[config.mk]
export PLATFORM = sky130hd
export DESIGN_NAME = fanout_tree_monitor
export DESIGN_NICKNAME = d
export VERILOG_FILES = /design/src/rtl/fanout_tree_monitor.sv
export SDC_FILE = /design/constraint.sdc
export NUM_CORES = 1
export LEC_CHECK = 0
export ABC_AREA = 1
export ABC_CLOCK_PERIOD_IN_PS = 2500
export CORE_MARGIN = 2
export CORE_UTILIZATION = 51
export CTS_CLUSTER_SIZE = 10
export DETAILED_ROUTE_END_ITERATION = 12
export PLACE_DENSITY = 0.8
export SLEW_MARGIN = 20
export SYNTH_ARGS = -nofsm -noshare
export SYNTH_HDL_FRONTEND = slang
export SYNTH_SLANG_ARGS = --single-unit
[constraint.sdc]
create_clock -name clk -period 2.5 [get_ports clk]
set_input_delay 0.5 -clock clk [delete_from_list [all_inputs] [get_ports clk]]
set_output_delay 0.5 -clock clk [all_outputs]
set_load 0.05 [all_outputs]
[src/rtl/fanout_tree_monitor.sv]
// Output-side checker for a buffered inverter fanout tree: compares every leaf against ~source,
// masks settle windows after source edges, and gathers run statistics. Define FANOUT_MON_SKEW_EN for skew tracking.
module fanout_tree_monitor #(
    parameter int NUM_OUT    = 20,
    parameter int SETTLE_CYC = 2,
    parameter int WINDOW     = 256,
    parameter int CNT_W      = 16
) (
    input  logic               clk,
    input  logic               rst_n,
    input  logic               ref_in,
    input  logic [NUM_OUT-1:0] tree_out,
    input  logic               arm,
    input  logic               clear,
    output logic               busy,
    output logic               done,
    output logic               err_flag,
    output logic [NUM_OUT-1:0] err_mask,
    output logic [CNT_W-1:0]   err_count,
    output logic [CNT_W-1:0]   chk_count,
    output logic [7:0]         skew_max
);

    localparam int SW = $clog2(SETTLE_CYC + 2);

    typedef enum logic [1:0] {
        S_IDLE   = 2'd0,
        S_SETTLE = 2'd1,
        S_CHECK  = 2'd2,
        S_DONE   = 2'd3
    } state_t;

    function automatic logic [CNT_W-1:0] sat_inc(input logic [CNT_W-1:0] v);
        sat_inc = (&v) ? v : v + 1'b1;
    endfunction

    state_t             state_q, state_d;
    logic               ref_q, ref_qq;
    logic [NUM_OUT-1:0] out_q;
    logic [SW-1:0]      settle_q, settle_d;
    logic [SW-1:0]      fcnt_q, fcnt_d;
    logic [CNT_W-1:0]   chk_q, chk_d;
    logic [CNT_W-1:0]   err_q, err_d;
    logic [NUM_OUT-1:0] mask_q, mask_d;
    logic [CNT_W:0]     chk_nxt;
    logic [NUM_OUT-1:0] mm;
    logic               src_chg;
    logic               suppress;
    logic               compare;
    logic               clr_stats;

    // Input sample stage
    always_ff @(posedge clk or negedge rst_n) begin
        if (!rst_n) begin
            ref_q  <= 1'b0;
            ref_qq <= 1'b0;
            out_q  <= '0;
        end else begin
            ref_q  <= ref_in;
            ref_qq <= ref_q;
            out_q  <= tree_out;
        end
    end

    assign src_chg  = ref_q ^ ref_qq;
    assign mm       = out_q ^ {NUM_OUT{~ref_q}};
    assign suppress = src_chg || (settle_q != '0);
    assign compare  = (state_q == S_CHECK) && !suppress;
    assign chk_nxt  = {1'b0, chk_q} + 1'b1;

    // The source-edge masking runs regardless of FSM state so an edge just before CHECK is still hidden.
    always_comb begin
        settle_d = settle_q;
        if (src_chg) begin
            settle_d = SW'(SETTLE_CYC);
        end else if (settle_q != '0) begin
            settle_d = settle_q - 1'b1;
        end
    end

    always_comb begin
        state_d   = state_q;
        fcnt_d    = fcnt_q;
        clr_stats = 1'b0;
        case (state_q)
            S_IDLE, S_DONE: begin
                if (arm) begin
                    state_d   = S_SETTLE;
                    fcnt_d    = SW'(SETTLE_CYC);
                    clr_stats = 1'b1;
                end
            end
            S_SETTLE: begin
                if (fcnt_q == '0) begin
                    state_d = S_CHECK;
                end else begin
                    fcnt_d = fcnt_q - 1'b1;
                end
            end
            S_CHECK: begin
                if (compare && (chk_nxt == (CNT_W+1)'(WINDOW))) begin
                    state_d = S_DONE;
                end
            end
            default: state_d = S_IDLE;
        endcase
        if (clear) begin
            state_d   = S_IDLE;
            fcnt_d    = '0;
            clr_stats = 1'b1;
        end
    end

    always_comb begin
        chk_d  = chk_q;
        err_d  = err_q;
        mask_d = mask_q;
        if (clr_stats) begin
            chk_d  = '0;
            err_d  = '0;
            mask_d = '0;
        end else if (compare) begin
            chk_d  = chk_nxt[CNT_W-1:0];
            mask_d = mask_q | mm;
            if (mm != '0) begin
                err_d = sat_inc(err_q);
            end
        end
    end

    // Control and statistics stage
    always_ff @(posedge clk or negedge rst_n) begin
        if (!rst_n) begin
            state_q  <= S_IDLE;
            fcnt_q   <= '0;
            settle_q <= '0;
            chk_q    <= '0;
            err_q    <= '0;
            mask_q   <= '0;
        end else begin
            state_q  <= state_d;
            fcnt_q   <= fcnt_d;
            settle_q <= settle_d;
            chk_q    <= chk_d;
            err_q    <= err_d;
            mask_q   <= mask_d;
        end
    end

`ifdef FANOUT_MON_SKEW_EN
    logic [7:0] lag_q, lag_d;
    logic       lag_act_q, lag_act_d;
    logic [7:0] skew_q, skew_d;

    // Lag counts mismatching cycles from the source edge (inclusive) to the first fully matching cycle.
    always_comb begin
        lag_d     = lag_q;
        lag_act_d = lag_act_q;
        skew_d    = skew_q;
        if (src_chg) begin
            lag_d     = (mm != '0) ? 8'd1 : 8'd0;
            lag_act_d = (mm != '0);
        end else if (lag_act_q) begin
            if (mm != '0) begin
                lag_d = (&lag_q) ? lag_q : lag_q + 8'd1;
            end else begin
                lag_act_d = 1'b0;
                if (((state_q == S_SETTLE) || (state_q == S_CHECK)) && (lag_q > skew_q)) begin
                    skew_d = lag_q;
                end
            end
        end
        if (clr_stats) begin
            skew_d = '0;
        end
    end

    always_ff @(posedge clk or negedge rst_n) begin
        if (!rst_n) begin
            lag_q     <= '0;
            lag_act_q <= 1'b0;
            skew_q    <= '0;
        end else begin
            lag_q     <= lag_d;
            lag_act_q <= lag_act_d;
            skew_q    <= skew_d;
        end
    end

    assign skew_max = skew_q;
`else
    assign skew_max = 8'd0;
`endif

    assign busy      = (state_q == S_SETTLE) || (state_q == S_CHECK);
    assign done      = (state_q == S_DONE);
    assign err_flag  = |mask_q;
    assign err_mask  = mask_q;
    assign err_count = err_q;
    assign chk_count = chk_q;

endmodule

Word-level counts from Yosys, hierarchy flattened
Index checks and enable logic that the tools add are counted.

cells by class
  multiplexer cells = 22
  eq/ne operators = 9
  reduce and logical (&&, ||, !) cells = 19
  bitwise gates (word level) = 4
  add/subtract/negate cells = 4

operator list
  operator                                                             number
  16-bit 2-to-1 mux                                                    6
  20-bit 2-to-1 mux                                                    2
  20-bit bitwise OR                                                    1
  20-bit nonzero test                                                  1
  20-bit OR reduction                                                  1
  20-bit XOR                                                           1
  2-bit 2-to-1 mux                                                     9
  16-bit by 1-bit adder with 17-bit output (second input constant)     1
  17-bit by 9-bit == test with 1-bit output (second input constant)    1
  16-bit by 1-bit adder with 16-bit output (second input constant)     1
  16-bit AND reduction                                                 1
  3-bit != test (second input constant)                                4
  3-bit AND reduction                                                  3
  2-bit nonzero test                                                   4
  2-bit case mux with 3 select lines                                   1
  2-bit == test (second input constant)                                2
  2-bit logical NOT                                                    2
  2-bit case mux with 2 select lines                                   1
  2-bit by 1-bit subtractor with 2-bit output (second input constant)  2
  1-bit 2-to-1 mux                                                     3
  3-bit nonzero test                                                   1
  2-bit by 1-bit == test with 1-bit output (second input constant)     1
  1-bit logical AND                                                    2
  1-bit logical OR                                                     2
  other kinds (5)                                                      5

word-level totals
  register bits after elaboration = 80
  logic and storage cells = 67
  bits of input ports = 25
  output and inout bits = 63

Longest topological paths before layout
Gate-level depths: netlist (run 1).

  word-level depth = 8
  mapped depth = 14

Worst setup path after synthesis (run 1)
No wires, ideal clock.

  kind = reg2reg
  from = register err_q[1], in the netlist err_count[1]
  to = register err_q[6], in the netlist err_count[6]
  data arrival time = 2.021 ns
  data required time = 2.379 ns
  slack = 0.358 ns
  library setup time = 0.121 ns
  stages on the path, launching flop included = 10
  cell sequence = dfrtp_1 ha_1 nand2_1 nor3_2 nand2_1 o31ai_1 inv_2 buf_2 nand4_1 nand2_1

between the ends
  longest elaborated chain between the ends = 5
  elaborated cells between the ends (all ways) = 8
  classes of those cells = add/sub (1); eq/ne (1); mux (4); reduce/logical (2)

RTL lines
  what                                      line  text
  start, declared                           43    logic [CNT_W-1:0] err_q, err_d;
  start signal, assigned                    145   err_q <= err_d;
  16-bit by 1-bit adder with 16-bit output  34    sat_inc = (&v) ? v : v + 1'b1;
  16-bit 2-to-1 mux                         34
  16-bit 2-to-1 mux                         125   if (mm != '0) begin
  16-bit 2-to-1 mux                         122   end else if (compare) begin
  16-bit 2-to-1 mux                         118   if (clr_stats) begin

Several ways; a longest one is shown, not always the timed one. The select of a mux whose other input is x is not followed.
A chain may end at the register's enable or synchronous reset.

Worst setup path after layout (run 1)
  from = register mask_q[3], in the netlist err_mask[3]
  to = output port err_flag

between the ends
  longest elaborated chain between the ends = 1

RTL lines
  what                    line  text
  start, declared         44    logic [NUM_OUT-1:0] mask_q, mask_d;
  start signal, assigned  146   mask_q <= mask_d;
  20-bit OR reduction     197   assign err_flag = |mask_q;
  end, declared           17    output logic err_flag,

No other way between the ends.

==> reports/metrics.csv, run 1 <==
stage,metric,value,unit
global_route,total gr overflow,0,
layout,most frequent cells in the layout,"nand2_1, dfrtp_1, clkdlybuf4s50_1",
clock_network,CTS tree,done,
global_route,antenna violations before repair,0,
timing,RSZ-0062 raised after global routing,no,
clock_network,H-Tree Depth,3,
setup_path,Worst Path Arrival,1.82,ns
synth,#FFs+latches synth,80,
timing,fin crit period,2.32,ns
global_route,GRT Util Overall,0.222,
floorplanning,I/O pin count,88,
setup_path,critical-path cell list,"inv_1, nand4_1, nor4_1, nand4_1, dlygate4sd2_1",
setup_path,FF-to-FF path depth,7,
layout,"most common cell after layout, fill and taps aside",nand2_1,
power,Gate power share,0.222,
setup_path,CP top delay family,simple AND/OR/NAND/NOR gates,
timing,Peak Freq,0.431,GHz
placed_design,Post-DP HPWL,6.87,mm
power,Switching Share,0.332,
synth,cell area after synthesis,0.00416,mm2
setup_path,peak per-stage delay on the critical path,0.45,ns
placed_design,gpl congestion,0.876,
layout,Final Non-Filler Cells,688,
timing,period utilization,0.929,
detailed_routing,Via density,5.23,
detailed_routing,Post-route DRC,0,
floorplanning,row count,32,
setup_path,Reg2Reg Launch Point,ref_q,
synth,Mapped Cells,499,
clock_network,CTS buffer count,9,
setup_path,CP dominant cell by count,nand4_1,
power,switching power,0.00102,W
power,Peak VDD IR,0.000459,V
power,LEAKAGE,2.40,nW
synth,"Async S/R FF share, synth",1.00,
timing,Slew headroom,0.626,
detailed_routing,DRT iter0 DRCs,208,
synth,"Avg Cell Area, Syn",8.34,um2
min_path,worst hold-check path type,in2async,
layout,FILL cells,652,
floorplanning,Die X,94.4,um
layout,n_diodes,0,
synth,yosys warns,0,
global_route,number of global-route vias before repair,3302,
timing,fin worst setup slack,0.179,ns
layout,Final #Nets,613,
timing,fin. max-slew vios,0,
layout,multi-input logic area,0.00181,mm2
floorplanning,area of the die,0.00890,mm2
power,power per standard cell area,589,mW/mm2
global_route,largest net degree at the start of global routing,40,
power,Pwr Total,0.00307,W
clock_network,CTS sink cnt,80,
clock_network,root buf cell,clkbuf_8,
setup_path,crit path max-delay cell type,dlygate4sd2_1,
placed_design,DP Worst Slack,0.215,ns
placed_design,dpl cells,672,
timing,slew of the pin with the lowest slew margin,0.559,ns
timing,setup TNS,0,ns
setup_path,Worst setup SP type,flop,
run_status,status,"finished, final reports clean",
power,Clk pwr share,0.319,
timing,final hold violation count,0,
synth,Yosys cell types,32,
setup_path,Worst Setup End Kind,output port,
clock_network,hold buffer count at CTS,0,
floorplanning,Starting Density,0.533,
power,Pint,0.00205,W
detailed_routing,vias post-DR,3596,
floorplanning,Core Area,0.00781,mm2
setup_path,worst flop-to-flop path endpoint,err_count[10],
detailed_routing,Total Routed Length,9.26,mm
setup_path,CP Class,reg2out,
synth,Post-synth EDFFs,0,
clock_network,CTS Buffer Depth,2,
setup_path,required time of the worst setup path,2.00,ns
layout,layout cells sized above 1,0.0580,
setup_path,Register-to-Register Setup Slack,0.39,ns
timing,Final setup viols,0,
power,Seq pwr share,0.458,
detailed_routing,post-detailed-route count of antenna-violating nets,0,
synth,"Top FF cell, synth",dfrtp_1,
setup_path,Worst Path Max Fanout,2,
clock_network,Skew-Pair Late Insertion Delay,0.36,ns
synth,"Seq/Total Area, Yosys",0.481,
clock_network,clock slew at reported path FFs,0.09,ns
timing,clock skew,0.0102,ns
detailed_routing,WL/cell,13.5,um
layout,register area,0.00200,mm2
detailed_routing,DR pass1 iterations,4,
setup_path,WP buf/inv,2,
layout,area grow syn2layout,24.9,%
placed_design,PortBufs,79,
run,maximum capacitance violations,0,
global_route,first-pass GRT wire length,15.4,mm
floorplanning,DIE HEIGHT,94.4,um
## through the flow
step	instance area, um2	util	hold WS, ns
6_report	5200	0.666	0.0998
5_1_grt	5200	0.666	0.126
4_1_cts	5200	0.666	0.120
3_3_place_gp	5000	0.640	0.471
3_5_place_dp	5000	0.640	0.482
2_1_floorplan	4190	-	0.204
## power by group through the flow
stage	Clock (W)	Sequential, W	Combinational, W
finish	0.000979	0.00140	0.000681
global route	0.00106	0.00141	0.000757
CTS	0.000993	0.00140	0.000684
detailed placement	0	0.00143	0.000683
global placement	0	0.00143	0.000660
floorplan	0	0.00145	0.000468
## registers in the layout, summed over array words and instances, names as in the netlist, 2 cells and up
signal,cells
settle_q,2
state_q,2
chk_count,16
fcnt_q,2
err_mask,20
out_q,20
err_count,16
## logic make-up (layout without fill, tap and decap cells)
| family | Yosys count | after routing | synth area share |
|---|---|---|---|
| AO/OA/AOI/OAI | 44 | 44 | 0.0574 |
| XOR/XNOR | 36 | 36 | 0.0775 |
| adder cells (fa/ha/maj) | 7 | 7 | 0.0210 |
| buffers and inverters | 80 | 160 | 0.0919 |
| flip-flops | 80 | 80 | 0.481 |
| other | 1 | 8 | 0.000901 |
| AND/OR/NAND/NOR | 251 | 251 | 0.270 |
## timing repair
item	CTS	global route
gates resized for setup	1	0
buffers inserted	0	0
endpoints found under the setup margin	1	0
## per-layer routing
| layer | share of wire | track usage | vias to the layer above |
|---|---|---|---|
| met5 | 0 | 0 | - |
| met1 | 0.43 | 0.289 | 1708 |
| met4 | 0.020 | 0.0713 | 0 |
| li1 | - | - | 1768 |
| met3 | 0.060 | 0.0575 | 16 |
| met2 | 0.49 | 0.367 | 104 |
## worst max-delay path by stage
stage | from | end | slack, ns | depth (start not counted)
2_1_floorplan | err_count[1] | err_count[6] | 0.36 | 9
3_3_place_gp | err_mask[10] | err_flag | 0.27 | 5
3_5_place_dp | clear | chk_count[5] | 0.21 | 6
4_1_cts | err_mask[3] | err_flag | 0.12 | 5
5_1_grt | err_mask[6] | err_flag | 0.03 | 5
6_report | err_mask[3] | err_flag | 0.18 | 5
## area by class of cell
class,instances,area share
timing repair buffer,88,0.164
clock inverter,7,0.0152
multi-input combinational,346,0.347
tap,102,0.0245
inverter,56,0.0404
sequential,80,0.385
clock buffer,9,0.0238
## synth_stat cells (4+ instances only)
cell / number / area (um2)
xnor2_1: 15 / 131
a21oi_1: 11 / 55.1
nand2_1: 116 / 435
nor4_1: 4 / 25.0
o22ai_1: 10 / 62.6
nand3_1: 38 / 190
buf_4: 10 / 75.1
inv_1: 55 / 206
ha_1: 7 / 87.6
dfrtp_1: 80 / 2000
nor2_1: 53 / 199
buf_2: 4 / 20.0
o21ai_0: 20 / 100
clkbuf_1: 7 / 26.3
xor2_1: 20 / 175
nand4_1: 30 / 188
Power figures use the tool's default switching activity.
==> inputs of run 2 (changes only) <==
CORE_UTILIZATION = 50   (was 51)
PLACE_DENSITY = 0.79   (was 0.8)
==> run 2 against run 1 <==
Net effect: sequential share of layout area decreased by 0.14 points; clock skew decreased by 0.0014 ns; global-route usage increased by 0.32 points; core utilization decreased by 2.4 points; largest cell class unchanged; via count decreased by 0.78%; critical endpoint unchanged; non-clock buffer count decreased by 2; flip-flop and latch count unchanged; hold slack improved by 0.059 ns.
==> reports/metrics.csv, run 2 (synthesis gave the netlist of run 1 again) <==
stage,metric,value,unit
run_status,status,"finished, final reports clean",
layout,area grow syn2layout,25.3,%
setup_path,Worst Setup End Kind,output port,
floorplanning,Die X,95.3,um
floorplanning,Starting Density,0.512,
clock_network,clock slew at reported path FFs,0.08,ns
setup_path,Register-to-Register Setup Slack,0.40,ns
timing,RSZ-0062 raised after global routing,no,
timing,slew of the pin with the lowest slew margin,0.603,ns
global_route,antenna violations before repair,0,
detailed_routing,DR pass1 iterations,5,
global_route,number of global-route vias before repair,3424,
layout,"most common cell after layout, fill and taps aside",nand2_1,
global_route,total gr overflow,0,
placed_design,gpl congestion,0.882,
clock_network,CTS tree,done,
layout,FILL cells,658,
setup_path,FF-to-FF path depth,12,
layout,layout cells sized above 1,0.0548,
timing,fin crit period,2.32,ns
clock_network,hold buffer count at CTS,0,
setup_path,required time of the worst setup path,2.00,ns
timing,clock skew,0.00885,ns
timing,setup TNS,0,ns
placed_design,placed cell area,0.00500,mm2
setup_path,Crit. Startpoint,err_mask[4],
power,LEAKAGE,2.41,nW
timing,Slew headroom,0.598,
placed_design,PortBufs,79,
timing,fin. max-slew vios,0,
layout,multi-input logic area,0.00181,mm2
floorplanning,row count,33,
power,Peak VDD IR,0.000405,V
layout,most frequent cells in the layout,"nand2_1, dfrtp_1, clkdlybuf4s50_1",
timing,final hold violation count,0,
global_route,first-pass GRT wire length,15.9,mm
setup_path,worst flop-to-flop path endpoint,state_q[1],
global_route,M3 GR Usage,0.0601,
setup_path,Reg2Reg Launch Point,chk_count[1],
placed_design,Post-DP HPWL,6.82,mm
floorplanning,DIE HEIGHT,95.3,um
timing,fin worst setup slack,0.180,ns
setup_path,CP Class,reg2out,
global_route,largest net degree at the start of global routing,50,
min_path,worst hold-check path type,in2async,
global_route,GRT Util Overall,0.226,
timing,Final setup viols,0,
layout,Final #Nets,611,
timing,period utilization,0.928,
timing,Peak Freq,0.431,GHz
layout,n_diodes,0,
detailed_routing,Post-route DRC,0,
run,maximum capacitance violations,0,
layout,"Core Util, Final",0.642,
floorplanning,Core Area,0.00813,mm2
global_route,gr busiest metal,met2,
clock_network,H-Tree Depth,3,
clock_network,CTS buffer count,9,
global_route,M1 GR Usage,0.281,
setup_path,Worst setup SP type,flop,
clock_network,CTS sink cnt,80,
detailed_routing,Via density,5.18,
layout,register area,0.00200,mm2
clock_network,Skew-Pair Late Insertion Delay,0.35,ns
setup_path,Worst Path Max Fanout,2,
placed_design,DP Worst Slack,0.219,ns
power,power per standard cell area,603,mW/mm2
floorplanning,I/O pin count,88,
clock_network,root buf cell,clkbuf_8,
detailed_routing,DRT iter0 DRCs,178,
global_route,met2 GRT Util,0.380,
setup_path,Worst Path Arrival,1.82,ns
detailed_routing,vias post-DR,3568,
floorplanning,area of the die,0.00907,mm2
detailed_routing,Total Routed Length,9.28,mm
clock_network,CTS Buffer Depth,2,
layout,Finished Cell Area,0.00522,mm2
detailed_routing,post-detailed-route count of antenna-violating nets,0,
detailed_routing,WL/cell,13.5,um
## run 2: cell count changes in the layout (fill, tap and decap cells not counted), sizes merged
cell / change
buf: -2
clkinvlp: -2
bufinv: +1
clkinv: +2
inv: -2
clkbuf: +1
## run 2: critical path: stages (launching register included)
cell,delay [ns]
dfrtp_1,0.39
inv_1,0.08
nand4_1,0.10
nor4_1,0.33
nand4_1,0.12
dlygate4sd2_1,0.45
## run 2: repair_timing
action                     CTS  global route
setup endpoints to repair    1             0
buffers inserted             0             0
gates resized for setup      1             0
## run 2: area by class of cell
type / count / share of cell area
sequential: 80 / 0.384
multi-input combinational: 346 / 0.346
timing repair buffer: 86 / 0.163
inverter: 56 / 0.0403
clock buffer: 10 / 0.0264
tap: 105 / 0.0252
clock inverter: 6 / 0.0158
## run 2: worst max path at each step
| stage | endpoint | slack (ns) | cells after the start |
|---|---|---|---|
| global route | err_flag | 0.07 | 5 |
| finish | err_flag | 0.18 | 5 |
| CTS | err_flag | 0.16 | 5 |
| detailed placement | chk_count[12] | 0.22 | 6 |
| global placement | err_flag | 0.26 | 5 |
| floorplan | err_count[6] | 0.36 | 9 |
## run 2: power by group
group	switching [W]	internal, W	total [W]
sequential	0.0000383	0.00136	0.00140
combinational	0.000470	0.000216	0.000686
clock	0.000475	0.000584	0.00106
total	0.000983	0.00216	0.00315
## run 2: metrics by stage
step,power (W),std cells,hold slack (ns)
4_1_cts,0.00315,689,0.175
5_1_grt,0.00332,689,0.204
6_report,0.00315,689,0.158
3_5_place_dp,0.00211,673,0.496
2_1_floorplan,0.00192,506,0.204
3_3_place_gp,0.00209,673,0.473
## run 2: metal layers
metal	routed length (um)	up-vias	part of all wire
met2	4680	119	0.50
met5	0	-	0
met1	3770	1664	0.41
met3	712	14	0.077
li1	-	1771	-
met4	121	0	0.013
==> inputs of run 3 (changes only) <==
ABC_CLOCK_PERIOD_IN_PS = 2790   (was 2500)
clock period = 2.79 ns   (was 2.5 ns; I/O delays follow)
==> run 3 against run 2 <==
Net effect: combinational power down 9.5%; total power down 9.6%; design area down 0.22%; core utilization down 0.14 points; routed wire length down 3.0%; largest cell class unchanged.
==> reports/metrics.csv, run 3 (synthesis gave the netlist of run 1 again) <==
stage,metric,value,unit
setup_path,critical-path cell list,"inv_1, ha_1, inv_1, clkdlybuf4s50_1",
setup_path,Worst Path Max Fanout,4,
placed_design,Post-DP HPWL,6.52,mm
placed_design,PortBufs,79,
timing,Peak Freq,0.382,GHz
timing,Final setup viols,0,
timing,setup TNS,0,ns
clock_network,H-Tree Depth,3,
layout,"most common cell after layout, fill and taps aside",nand2_1,
setup_path,worst flop-to-flop path endpoint,err_count[0],
layout,Finished Cell Area,0.00521,mm2
clock_network,hold buffer count at CTS,0,
setup_path,Reg2Reg Launch Point,ref_q,
setup_path,CP top delay family,buffers and inverters,
run,maximum capacitance violations,0,
timing,clock skew,0.0110,ns
min_path,worst hold-check path type,in2async,
placed_design,placed cell area,0.00497,mm2
timing,WHS,0.229,ns
placed_design,dpl cells,671,
detailed_routing,vias post-DR,3509,
power,Peak VDD IR,0.000358,V
setup_path,CP dominant cell by count,inv_1,
setup_path,Worst setup SP type,flop,
layout,Final Non-Filler Cells,687,
setup_path,required time of the worst setup path,2.23,ns
placed_design,gpl congestion,0.892,
floorplanning,Die X,95.3,um
detailed_routing,Post-route DRC,0,
setup_path,FF-to-FF path depth,11,
clock_network,cts repair resizes,0,
setup_path,Worst Setup End Kind,output port,
power,Pwr Total,0.00284,W
setup_path,peak per-stage delay on the critical path,0.81,ns
detailed_routing,DRT iter0 DRCs,205,
timing,slew of the pin with the lowest slew margin,0.687,ns
floorplanning,Starting Density,0.512,
setup_path,CP Class,reg2out,
floorplanning,area of the die,0.00907,mm2
layout,FILL cells,700,
clock_network,CTS tree,done,
global_route,GRT Util Overall,0.217,
setup_path,crit path max-delay cell type,clkdlybuf4s50_1,
layout,Final #Nets,609,
layout,n_diodes,0,
power,power per standard cell area,546,mW/mm2
clock_network,Post-CTS Setup Repair Bufs,0,
timing,final hold violation count,0,
layout,most frequent cells in the layout,"nand2_1, dfrtp_1, clkdlybuf4s50_1",
global_route,total gr overflow,0,
clock_network,CTS buffer count,9,
layout,layout cells sized above 1,0.0498,
run_status,status,"finished, final reports clean",
clock_network,clock slew at reported path FFs,0.08,ns
global_route,first-pass GRT wire length,15.4,mm
setup_path,Worst Path Arrival,2.06,ns
detailed_routing,WL/cell,13.1,um
floorplanning,Core Area,0.00813,mm2
detailed_routing,Total Routed Length,9.00,mm
global_route,largest net degree at the start of global routing,81,
clock_network,root buf cell,clkbuf_8,
detailed_routing,DR pass1 iterations,4,
timing,period utilization,0.938,
floorplanning,row count,33,
setup_path,Register-to-Register Setup Slack,0.57,ns
clock_network,CTS Buffer Depth,2,
detailed_routing,post-detailed-route count of antenna-violating nets,0,
detailed_routing,Via density,5.11,
power,LEAKAGE,2.40,nW
setup_path,WP buf/inv,3,
timing,RSZ-0062 raised after global routing,no,
global_route,antenna violations before repair,0,
clock_network,CTS sink cnt,80,
timing,fin crit period,2.62,ns
timing,Slew headroom,0.542,
floorplanning,I/O pin count,88,
floorplanning,DIE HEIGHT,95.3,um
timing,fin. max-slew vios,0,
layout,area grow syn2layout,25.1,%
clock_network,Skew-Pair Late Insertion Delay,0.36,ns
global_route,number of global-route vias before repair,3385,
[run 3: metal layers]
layer,up-vias,wire length (um),track usage
met5,-,0,0
li1,1763,-,-
met2,101,4490,0.348
met1,1628,3840,0.288
met4,0,179,0.0894
met3,17,492,0.0443
[run 3: how the worst max path moves through the flow]
| stage | slack (ns) | depth (start not counted) | startpoint | to |
|---|---|---|---|---|
| 2_1_floorplan | 0.65 | 9 | err_count[1] | err_count[6] |
| 3_3_place_gp | 0.50 | 5 | err_mask[4] | err_flag |
| 3_5_place_dp | 0.47 | 6 | clear | chk_count[15] |
| 4_1_cts | 0.14 | 5 | err_mask[4] | err_flag |
| 5_1_grt | 0.06 | 5 | err_mask[4] | err_flag |
| 6_report | 0.17 | 4 | state_q[0] | busy |
[run 3: area by class of cell]
class                           instances  area [um2]  share of cell area
Sequential cell                        80        2000               0.384
Multi-Input combinational cell        346        1810               0.347
Timing Repair Buffer                   84         830               0.159
Inverter                               56         210              0.0404
Clock buffer                           10         138              0.0264
Tap cell                              105         131              0.0252
Clock inverter                          6        91.3              0.0175
[run 3: worst reg2reg max path, stage by stage (launching register included)]
cell     delay (ns)
dfrtp_1        0.33
buf_4          0.32
xor2_1         0.26
nand2_1        0.09
nor2_1         0.09
nand4_1        0.10
nor2_1         0.14
nand3_2        0.32
nand2_4        0.31
nand2_1        0.07
nand2_1        0.06
nor2_1         0.04
[run 3: power breakdown]
part	leakage, nW	switching [W]	internal [W]
Sequential	1.06	0.0000345	0.00122
Combinational	1.22	0.000419	0.000202
Clock	0.117	0.000435	0.000533
Total	2.40	0.000889	0.00196
[run 3: stage by stage]
step                utilization  worst slack [ns]
floorplan                     -             0.648
global placement          0.612             0.505
detailed placement        0.612             0.471
CTS                       0.640             0.135
global route              0.640            0.0607
finish                    0.640             0.172
